===== config.mk =====
export PLATFORM = sky130hd
export DESIGN_NAME = knowles_sum_stage_flat
export DESIGN_NICKNAME = d
export VERILOG_FILES = /design/src/rtl/knowles_sum_stage_if.sv /design/src/rtl/knowles_sum_stage.sv /design/src/flat_wrapper.sv
export SDC_FILE = /design/constraint.sdc
export NUM_CORES = 1
export LEC_CHECK = 0
export CAP_MARGIN = 20
export CORE_MARGIN = 2
export CORE_UTILIZATION = 49
export CTS_BUF_LIST = sky130_fd_sc_hd__clkbuf_8
export DETAILED_ROUTE_END_ITERATION = 8
export PLACE_DENSITY = 0.83
export SLEW_MARGIN = 10
export SYNTH_ARGS = -nofsm -noshare
export SYNTH_HDL_FRONTEND = slang
export SYNTH_SLANG_ARGS = --single-unit

===== constraint.sdc =====
create_clock -name clk -period 1.8 [get_ports clk]
set_input_delay 0.36 -clock clk [delete_from_list [all_inputs] [get_ports clk]]
set_output_delay 0.36 -clock clk [all_outputs]
set_load 0.02 [all_outputs]

===== src/rtl/knowles_sum_stage_if.sv =====
// Bus interface for knowles_sum_stage.
// Groups the upstream prefix-tree result handshake (in_*) and the downstream
// result handshake (out_*). slave = the sum stage, master = producer/consumer side.
interface knowles_sum_stage_if #(
  parameter int unsigned WIDTH = 32
);
  logic             in_valid;
  logic             in_ready;
  logic [WIDTH-1:0] in_p;
  logic [WIDTH-1:0] in_g;
  logic             in_cin;
  logic             out_valid;
  logic             out_ready;
  logic [WIDTH-1:0] out_sum;
  logic             out_cout;
  logic             out_ovf;
  logic             out_zero;

  modport slave (
    input  in_valid, in_p, in_g, in_cin, out_ready,
    output in_ready, out_valid, out_sum, out_cout, out_ovf, out_zero
  );

  modport master (
    output in_valid, in_p, in_g, in_cin, out_ready,
    input  in_ready, out_valid, out_sum, out_cout, out_ovf, out_zero
  );
endinterface


===== src/rtl/knowles_sum_stage.sv =====
// Registered sum stage after a Knowles prefix tree.
// Forms sum/cout/ovf/zero from the half-sum bits and group generates, then
// buffers results in a 2-entry skid buffer (main M drives out_*, skid S).
// Ports: clk, rst_n (async, active-low), bus (knowles_sum_stage_if.slave):
//   in_valid/in_ready/in_p/in_g/in_cin  upstream prefix result handshake
//   out_valid/out_ready/out_sum/out_cout/out_ovf/out_zero  result handshake
module knowles_sum_stage #(
  parameter int unsigned WIDTH = 32
) (
  input  logic                 clk,
  input  logic                 rst_n,
  knowles_sum_stage_if.slave   bus
);
  // Entry layout: {zero, ovf, cout, sum}
  localparam int unsigned EW = WIDTH + 3;

  typedef enum logic [1:0] {
    EMPTY = 2'd0,
    ONE   = 2'd1,
    FULL  = 2'd2
  } state_e;

  state_e          state_q, state_d;
  logic [EW-1:0]   m_q, m_d;
  logic [EW-1:0]   s_q, s_d;
  logic            in_ready_q, in_ready_d;
  logic            out_valid_q, out_valid_d;

  logic [WIDTH-1:0] sum_c;
  logic [EW-1:0]    new_c;
  logic             in_xfer_c;
  logic             out_xfer_c;

  // Sum post-processing: carry into bit i is g[i-1], cin for bit 0.
  always_comb begin
    sum_c = bus.in_p ^ {bus.in_g[WIDTH-2:0], bus.in_cin};
    new_c = {~|sum_c,
             bus.in_g[WIDTH-1] ^ bus.in_g[WIDTH-2],
             bus.in_g[WIDTH-1],
             sum_c};
  end

  assign in_xfer_c  = bus.in_valid & in_ready_q;
  assign out_xfer_c = out_valid_q & bus.out_ready;

  // State and buffer registers.
  always_ff @(posedge clk or negedge rst_n) begin
    if (!rst_n) begin
      state_q     <= EMPTY;
      m_q         <= '0;
      s_q         <= '0;
      in_ready_q  <= 1'b1;
      out_valid_q <= 1'b0;
    end else begin
      state_q     <= state_d;
      m_q         <= m_d;
      s_q         <= s_d;
      in_ready_q  <= in_ready_d;
      out_valid_q <= out_valid_d;
    end
  end

  // Next-state on buffer occupancy.
  always_comb begin
    state_d = state_q;
    unique case (state_q)
      EMPTY: if (in_xfer_c) state_d = ONE;
      ONE: begin
        if (in_xfer_c && !out_xfer_c)      state_d = FULL;
        else if (!in_xfer_c && out_xfer_c) state_d = EMPTY;
      end
      FULL:  if (out_xfer_c) state_d = ONE;
      default: state_d = EMPTY;
    endcase
  end

  // Buffer loads and registered handshake outputs.
  always_comb begin
    m_d         = m_q;
    s_d         = s_q;
    in_ready_d  = (state_d != FULL);
    out_valid_d = (state_d != EMPTY);
    unique case (state_q)
      EMPTY: if (in_xfer_c) m_d = new_c;
      ONE: begin
        if (in_xfer_c && out_xfer_c) m_d = new_c;
        else if (in_xfer_c)          s_d = new_c;
      end
      FULL:  if (out_xfer_c) m_d = s_q;
      default: ;
    endcase
  end

  assign bus.in_ready  = in_ready_q;
  assign bus.out_valid = out_valid_q;
  assign bus.out_sum   = m_q[WIDTH-1:0];
  assign bus.out_cout  = m_q[WIDTH];
  assign bus.out_ovf   = m_q[WIDTH+1];
  assign bus.out_zero  = m_q[WIDTH+2];
endmodule


===== src/flat_wrapper.sv =====
// flat-port wrapper written by rule: the top's interface ports become plain ports
module knowles_sum_stage_flat 
#(
  parameter int unsigned WIDTH = 32
)
  (clk, rst_n, bus_in_valid, bus_in_p, bus_in_g, bus_in_cin, bus_out_ready, bus_in_ready, bus_out_valid, bus_out_sum, bus_out_cout, bus_out_ovf, bus_out_zero);
  knowles_sum_stage_if #(.WIDTH(WIDTH)) bus_i ();
  input  logic clk;
  input  logic rst_n;
  input wire logic [$bits(bus_i.in_valid)-1:0] bus_in_valid;
  input wire logic [$bits(bus_i.in_p)-1:0] bus_in_p;
  input wire logic [$bits(bus_i.in_g)-1:0] bus_in_g;
  input wire logic [$bits(bus_i.in_cin)-1:0] bus_in_cin;
  input wire logic [$bits(bus_i.out_ready)-1:0] bus_out_ready;
  output wire logic [$bits(bus_i.in_ready)-1:0] bus_in_ready;
  output wire logic [$bits(bus_i.out_valid)-1:0] bus_out_valid;
  output wire logic [$bits(bus_i.out_sum)-1:0] bus_out_sum;
  output wire logic [$bits(bus_i.out_cout)-1:0] bus_out_cout;
  output wire logic [$bits(bus_i.out_ovf)-1:0] bus_out_ovf;
  output wire logic [$bits(bus_i.out_zero)-1:0] bus_out_zero;
  assign bus_i.in_valid = bus_in_valid;
  assign bus_i.in_p = bus_in_p;
  assign bus_i.in_g = bus_in_g;
  assign bus_i.in_cin = bus_in_cin;
  assign bus_i.out_ready = bus_out_ready;
  assign bus_in_ready = bus_i.in_ready;
  assign bus_out_valid = bus_i.out_valid;
  assign bus_out_sum = bus_i.out_sum;
  assign bus_out_cout = bus_i.out_cout;
  assign bus_out_ovf = bus_i.out_ovf;
  assign bus_out_zero = bus_i.out_zero;
  knowles_sum_stage #(.WIDTH(WIDTH)) u_core (.clk(clk), .rst_n(rst_n), .bus(bus_i));
endmodule

---- Word-level counts from Yosys, hierarchy flattened ----
Index checks and enable logic that the tools add are counted.
W data, S select, Z words.
word-level totals
  bits in registers ....................... 74
  input bits .............................. 69
  output and inout port bits .............. 37
  logic and storage cells ................. 37
cells by class
  equal/unequal tests ..................... 6
  multiplexer cells ....................... 9
  bitwise gates (word level) .............. 5
  reductions and logical operators ........ 12
operators with widths
  kind                  count
  $mux W35              3
  $pmux W35 S3          1
  $reduce_or A32 Y1     1
  $xor A32 B32 Y32      1
  $mux W2               4
  $ne A2 B1 Y1 const B  3
  $pmux W2 S3           1
  $reduce_and A4 Y1     1
  $logic_and A1 B1 Y1   3
  $logic_not A1 Y1      3
  $reduce_and A3 Y1     1
  $reduce_bool A3 Y1    1
  $and A1 B1 Y1         2
  $eq A2 B1 Y1 const B  1
  $eq A2 B2 Y1 const B  1
  $logic_not A2 Y1      1
  $ne A2 B2 Y1 const B  1
  $reduce_bool A2 Y1    1
  $not A1 Y1            1
  $xor A1 B1 Y1         1

---- Depth between registers and ports, before layout ----
Gate-level depths: netlist of the first run.
  depth after elaboration ................. 7
  mapped depth ............................ 6
  gate-level depth less buffers ........... 4

---- Least setup slack after synthesis of the first run ----
No wires, ideal clock.
  path type ............................... reg-to-reg
  start ................................... register u_core.in_ready_q, in the netlist u_core.bus.in_ready
  end ..................................... register u_core.m_q[10]
  setup time .............................. 0.125 ns
  arrival ................................. 1.621 ns
  required time ........................... 1.675 ns
  slack ................................... 0.053 ns
  stages on the path, launching flop included .. 7
  path buffers ............................ 2
  clock period less this slack ............ 1.747 ns
  cells stage by stage .................... dfstp_2 -> and3b_2 -> nand2b_2 -> and2_4 -> buf_6 -> buf_8 -> mux2_4
on the way
  longest elaborated chain between the ends .. 4
  elaborated cells between the ends (all ways) .. 5
  those cells by class .................... 2 x eq/ne; 1 x bitwise; 2 x reduce/logical
RTL lines
  element                          line                     source
  start: declaration               knowles_sum_stage.sv:26  logic in_ready_q, in_ready_d;
  start signal: assignment         knowles_sum_stage.sv:58  in_ready_q <= in_ready_d;
  $and A1 B1 Y1 (*)                knowles_sum_stage.sv:43  assign in_xfer_c = bus.in_valid & in_ready_q;
  $logic_and A1 B1 Y1              knowles_sum_stage.sv:86  if (in_xfer_c && out_xfer_c) m_d = new_c;
  $ne A2 B1 Y1 (no line)           -
  $reduce_and A4 Y1 (no line) (*)  -
  end signal: assignment           knowles_sum_stage.sv:56  m_q <= m_d;
  end: declaration                 knowles_sum_stage.sv:24  logic [EW-1:0] m_q, m_d;
Mark *: on every way between the ends. The rest lies on a longest branch, timed or not.
A chain may end at the register's enable or synchronous reset.

---- Final worst setup path of the first run ----
  start ................................... input port bus_in_g[4]
  end ..................................... register u_core.m_q[34]
on the way
  longest elaborated chain between the ends .. 5
  elaborated cells between the ends (all ways) .. 6
  those cells by class .................... 3 x mux; 1 x bitwise; 2 x reduce/logical
RTL lines
  element                      line                                              source
  start: declaration           flat_wrapper.sv:12                                input wire logic [$bits(bus_i.in_g)-1:0] bus_in_g;
  $xor A32 B32 Y32 (*)         knowles_sum_stage.sv:36                           sum_c = bus.in_p ^ {bus.in_g[WIDTH-2:0], bus.in_cin};
  $reduce_or A32 Y1 (*)        knowles_sum_stage.sv:37                           new_c = {~|sum_c,
  $logic_not A1 Y1 (*)         knowles_sum_stage.sv:37
  $mux W35 (on tied branches)  knowles_sum_stage.sv:86, knowles_sum_stage.sv:84
  $pmux W35 S3 (*)             knowles_sum_stage.sv:83                           unique case (state_q)
Mark *: on every way between the ends. The rest lies on a longest branch, timed or not. The select of a mux whose other input is x is not followed.

==> impl_metrics.tcl, run 1 <==
set metrics [dict create \
    outcome "finished, final reports clean" \
    netlist.area_leader.share 0.5034 \
    ir_drop_uv 800.1 \
    clkLatencyLatePin_ns 0.34 \
    cp-startpoint "bus_in_g[4]" \
    gr-total-overflow 0 \
    dp_hpwl_um 6289 \
    synthXorXnorAreaFrac 0.08793 \
    syn-cell-area_um2 3628 \
    dr.first_iter.drc_count 62 \
    synth-seq-cells 74 \
    area_growth_pct 49.24 \
    synthAdderAreaFrac 0 \
    r2r_cells 5 \
    vias 2944 \
    row_count 31 \
    post-place-ws_ns -0.4135 \
    drt_first_pass_iters 4 \
    synth_area_leader_cell "dfrtp_1" \
    drive_above_1_share 0.2558 \
    routed_wl_um 9014 \
    synth_compound_gate_area_share 0.1179 \
    path_class "input pin to flop" \
    synth_seq_area_share 0.5107 \
    floorplan.initialDensity 0.5029 \
    nFillCells 501 \
    start_kind "input pin" \
    numCtsBuffers 9 \
    die-area_um2 8109 \
    setup_ws_ns 0.01582 \
    end_kind "flop" \
    muxShareOfSynthArea 0.1372 \
    avgSynthCellArea_um2 11.13 \
    finalCritPeriodShare 0.9912 \
    drv_cap 0 \
    skew_ns 0.008370 \
    postRouteAntennaNets 0 \
    cts_sinks 74 \
    drc 0 \
    crit_arrival_ns 2.03 \
    clock-root-buffer "clkbuf_8" \
    min_period_ns 1.784 \
    tritoncts "yes" \
    slew_viol_final 0 \
    fp.dieW_um 90.05 \
    cp.required_ns 2.04 \
    routed_via_density 5.147 \
    nNetsFinal 537 \
    final_cell_mix "clkdlybuf4s50_1 (102), dfrtp_1 (73), buf_4 (39)" \
    critPathMaxFanout 2 \
    grt_pass1_wl_um 15040 \
    place_congestion 0.7853 \
    max-clock-path-buffers 2 \
    hp-class "input pin to asynchronous set/reset pin" \
    yosys-top-cells-area "dfrtp_1 (50%), mux2_4 (12%), xnor2_1 (7.0%), o21ai_0 (4.8%), a21oi_1 (4.7%)" \
    relSlewSlack 0.7597 \
    final_common_cell "clkdlybuf4s50_1" \
    wl_per_cell_um 15.76 \
    grt_max_degree 35 \
    syn_nets 395 \
    syn_inst 326 \
    core_area_um2 7214 \
    yosysUniqueCellTypes 35 \
    yosys_warnings 0 \
    hold_viol 0 \
    r2r_start "u_core.state_q[0]$_DFF_PN0_" \
    synthSimpleGateAreaFrac 0.1103 \
    path_clk_slew_ns 0.08 \
    fin_util 0.7506 \
    final_area_um2 5415 \
    ioPinCount 106 \
    num_antenna_cells 0 \
    antenna_found_initial 0 \
    grt_util_all_layers 0.2307 \
    numPortBuffers 105 \
    fmax_mhz 560.5 \
    report.final.setup_viol 0 \
    grt_pass1_vias 3189 \
    p_leak_nw 2.480 \
    power_density_nw_per_um2 1645 \
    max_slew.worst_pin.slew_ns 0.3604 \
    die_h_um 90.05 \
    placed_cell_area_um2 5040 \
    synth_top_family_by_area "multiplexers" \
    cts_max_level 3 \
]
-- cell usage after synthesis, drive strengths merged --
| cell | count |
|---|---|
| a21o | 1 |
| a21oi | 34 |
| a31oi | 1 |
| and2 | 1 |
| and3b | 1 |
| buf | 9 |
| clkbuf | 9 |
| dfrtp | 73 |
| dfstp | 1 |
| inv | 2 |
| mux2 | 34 |
| mux2i | 1 |
| nand2 | 36 |
| nand2b | 1 |
| nand3 | 3 |
| nand4 | 8 |
| nor2 | 33 |
| nor2b | 1 |
| nor4b | 1 |
| o211ai | 1 |
| o21a | 1 |
| o21ai | 35 |
| o21bai | 1 |
| o31ai | 1 |
| o41ai | 1 |
| or2b | 1 |
| or4 | 2 |
| xnor2 | 33 |
-- flip-flops by register name, indices dropped and copies added, names as in the netlist --
| name | flops |
|---|---|
| u_core.bus.in_ready | 1 |
| u_core.bus.out_valid | 1 |
| u_core.m_q | 35 |
| u_core.s_q | 35 |
| u_core.state_q | 2 |
-- critical path, cell delays in order --
cell and delay [ns]:
clkdlybuf4s50_1 0.42, xnor2_1 0.27, nand4_1 0.13, or4_4 0.56, o41ai_4 0.28
-- cell type report --
cell class / count / area, um^2 / share of cell area
clock buffer: 9 / 123.9 / 0.02287
clock inverter: 7 / 108.9 / 0.02010
inverter: 2 / 7.507 / 0.001386
multi-input combinational: 232 / 1753 / 0.3237
sequential: 74 / 1853 / 0.3422
tap: 99 / 123.9 / 0.02287
timing repair buffer: 149 / 1445 / 0.2669
-- path summary, 6_finish.rpt --
| path | slack [ns] | endpoint |
|---|---|---|
| min in group clk | 0.48 | u_core.s_q[34]$_DFFE_PN0P_ |
| worst max-delay path | 0.02 | u_core.m_q[34]$_DFFE_PN0P_ |
| max in group asynchronous | 0.70 | u_core.bus.in_ready$_DFF_PN1_ |
| worst min register to register | 0.48 | u_core.s_q[34]$_DFFE_PN0P_ |
| worst min-delay path | 0.47 | u_core.s_q[8]$_DFFE_PN0P_ |
| worst max register to register | 0.04 | u_core.m_q[3]$_DFFE_PN0P_ |
-- cells by family after synthesis --
family                    after synthesis
DFF                                    74
muxes                                  35
buffers and inverters                  20
and+or+nand+nor                        88
AOI/OAI and AO/OA                      76
xor gates and xnor gates               33
-- metrics by stage --
| step | hold slack, ns | TNS (ns) | instances | total power [mW] |
|---|---|---|---|---|
| 2_1_floorplan | 0.06441 | 0 | 326 | 5.635 |
| 5_1_grt | 0.4893 | -0.06360 | 572 | 9.441 |
| 4_1_cts | 0.4453 | 0 | 568 | 8.929 |
| 6_report | 0.4686 | 0 | 572 | 8.908 |
| 3_5_place_dp | 0.2876 | -10.90 | 551 | 7.344 |
| 3_3_place_gp | 0.2824 | -9.673 | 551 | 7.134 |
-- routing by layer --
metal	GRT usage	up-vias	routed length, um
met3	0.07041	16	485
met1	0.2659	1437	3553
li1	-	1400	-
met4	0.07436	0	154
met5	0	-	0
met2	0.4098	91	4820
-- timing repair --
action | CTS | global route
endpoints found under the setup margin | 3 | 2
hold endpoints to repair | 22 | 0
buffers inserted | 0 | 4
resized for setup | 7 | 9
cloned | 0 | 0
hold buffers | 1 | 0
pin swaps | 1 | 9
-- power breakdown --
part | total [mW] | internal [mW] | switching [mW]
combinational | 4.41 | 2.39 | 2.02
clock | 1.53 | 0.909 | 0.617
sequential | 2.98 | 2.48 | 0.496
total | 8.91 | 5.78 | 3.13
(Power assumes the default switching activity.)
==> run 2, diff against run 1 <==
--- a/config.mk
+++ b/config.mk
@@ -10,7 +10,10 @@
 export CORE_UTILIZATION = 49
 export CTS_BUF_LIST = sky130_fd_sc_hd__clkbuf_8
 export DETAILED_ROUTE_END_ITERATION = 8
+export GPL_ROUTABILITY_DRIVEN = 0
+export MAX_ROUTING_LAYER = met4
 export PLACE_DENSITY = 0.83
+export REMOVE_ABC_BUFFERS = 1
 export SLEW_MARGIN = 10
 export SYNTH_ARGS = -nofsm -noshare
 export SYNTH_HDL_FRONTEND = slang
==> impl_metrics.tcl, run 2 (same netlist as run 1, synthesis figures left out) <==
set metrics [dict create \
    outcome "finished, final reports clean" \
    wl_per_cell_um 15.29 \
    r2r_start "u_core.state_q[1]$_DFF_PN0_" \
    drt_first_pass_iters 4 \
    nFillCells 486 \
    end_kind "flop" \
    drv_cap 0 \
    clock-root-buffer "clkbuf_8" \
    nNetsFinal 529 \
    crit_chain "clkdlybuf4s50_1 -> xnor2_2 -> nand4_1 -> or4_4 -> o41ai_4" \
    vias 2916 \
    path_clk_slew_ns 0.07 \
    final_common_cell "clkdlybuf4s50_1" \
    ioPinCount 106 \
    report.final.setup_viol 0 \
    path_class "input pin to flop" \
    fp.dieW_um 90.05 \
    cts_max_level 3 \
    met3_usage 0.04610 \
    final_cells 563 \
    grt_max_degree 47 \
    grt_pass1_vias 2920 \
    critPathMaxFanout 2 \
    row_count 31 \
    critPathSlowestCell "or4_4" \
    whs_ns 0.4646 \
    reg2reg_slack_ns 0.11 \
    relSlewSlack 0.7390 \
    cp-startpoint "bus_in_g[7]" \
    floorplan.initialDensity 0.5029 \
    postRouteAntennaNets 0 \
    max_slew.worst_pin.slew_ns 0.3915 \
    fin_setup_tns_ns 0 \
    numPortBuffers 105 \
    tritoncts "yes" \
    start_kind "input pin" \
    p_leak_nw 2.507 \
    slowest_delay_ns 0.59 \
    numCtsBuffers 9 \
    place_inst 545 \
    gr-total-overflow 0 \
    finalCritPeriodShare 0.9888 \
    fmax_mhz 561.9 \
    drc 0 \
    cts_sinks 74 \
    drive_above_1_share 0.2414 \
    max-clock-path-buffers 2 \
    crit_arrival_ns 2.01 \
    die-area_um2 8109 \
    power_density_nw_per_um2 1601 \
    final_cell_mix "clkdlybuf4s50_1 (94), dfrtp_1 (73), nand2_1 (36)" \
    dp_hpwl_um 6175 \
    biggestRegsByFlops "u_core.m_q: 35 flops, u_core.s_q: 35 flops, u_core.state_q: 2 flops" \
    hp-class "input pin to flop" \
    slew_viol_final 0 \
    antenna_found_initial 0 \
    r2r_cells 5 \
    grt_pass1_wl_um 14170 \
    ir_drop_uv 970.5 \
    globalRouteMet2Util 0.3697 \
    dr.first_iter.drc_count 177 \
    use_met1 0.2744 \
    area_growth_pct 47.38 \
    num_antenna_cells 0 \
    min_period_ns 1.780 \
    routed_via_density 5.179 \
    cp.required_ns 2.04 \
    skew_ns 0.008239 \
    die_h_um 90.05 \
    hold_viol 0 \
    routed_wl_um 8606 \
    top_usage_layer "met2" \
    grt_util_all_layers 0.2228 \
    r2r-end "u_core.m_q[29]$_DFFE_PN0P_" \
    endpoint "u_core.m_q[34]$_DFFE_PN0P_" \
    clkLatencyLatePin_ns 0.33 \
    core_area_um2 7214 \
]
==> run 2: cell count changes in the layout (fill, tap and decap cells not counted), sizes merged <==
cell | previous run | this run
buf | 44 | 36
inv | 3 | 4
clkbuf | 9 | 10
bufinv | 3 | 1
clkdlybuf4s50 | 102 | 94
dlymetal6s2s | 1 | 9
clkinv | 3 | 2
==> run 2: routing by layer <==
| metal | wire length [um] | vias to the layer above | part of all wire |
|---|---|---|---|
| met5 | 0 | - | 0 |
| met4 | 133 | 0 | 0.015 |
| met2 | 4445 | 101 | 0.52 |
| met1 | 3593 | 1422 | 0.42 |
| met3 | 433 | 15 | 0.050 |
| li1 | - | 1378 | - |
==> run 2: critical path, delay by kind of cell <==
kind	cells	cell delay, ns
AOI/OAI and AO/OA	1	0.28
xor gates and xnor gates	1	0.13
buffers and inverters	1	0.49
and+or+nand+nor	2	0.75
==> run 2: cell type report <==
type                    count  area (um^2)  area share
flip-flops and latches     74         1853      0.3465
multi-input cells         232         1760      0.3292
repair buffers            141         1418      0.2651
clock buffers              10        137.6     0.02574
well taps                  99        123.9     0.02316
clock inverters             5        47.55    0.008891
inverters                   2        7.507    0.001404
==> run 2: worst min-delay path by stage <==
| stage | depth (start not counted) | end | slack, ns | start |
|---|---|---|---|---|
| 2_1_floorplan | 0 | u_core.bus.out_valid$_DFF_PN0_ | 0.06 | rst_n |
| 3_3_place_gp | 1 | u_core.m_q[26]$_DFFE_PN0P_ | 0.31 | rst_n |
| 3_5_place_dp | 1 | u_core.m_q[26]$_DFFE_PN0P_ | 0.31 | rst_n |
| 4_1_cts | 2 | u_core.m_q[26]$_DFFE_PN0P_ | 0.49 | rst_n |
| 5_1_grt | 3 | u_core.s_q[31]$_DFFE_PN0P_ | 0.46 | bus_in_g[30] |
| 6_report | 3 | u_core.s_q[31]$_DFFE_PN0P_ | 0.46 | bus_in_g[30] |
==> run 2: what timing repair did <==
action,in CTS,in global routing
hold buffers,1,0
setup buffers,0,2
hold endpoints to repair,27,0
pin swaps,3,10
setup endpoints to repair,2,2
resized for setup,4,21
==> run 2: where the power goes <==
| group | internal (mW) | switching, mW | leakage (nW) |
|---|---|---|---|
| combinational | 2.38 | 1.99 | 1.51 |
| sequential | 2.48 | 0.487 | 0.897 |
| clock | 0.657 | 0.571 | 0.105 |
| total | 5.52 | 3.04 | 2.51 |
==> run 2: stage by stage <==
stage                     cell area [um^2]  power [mW]    util  setup WS, ns
after CTS                             5224       8.584  0.7241      0.007726
after global routing                  5348       9.062  0.7412     -0.007378
after global placement                5007       7.125  0.6941       -0.3545
after floorplan                       3506       5.429       -       -0.7997
after detailed placement              5007       7.329  0.6941       -0.3766
final                                 5348       8.564  0.7412       0.02024
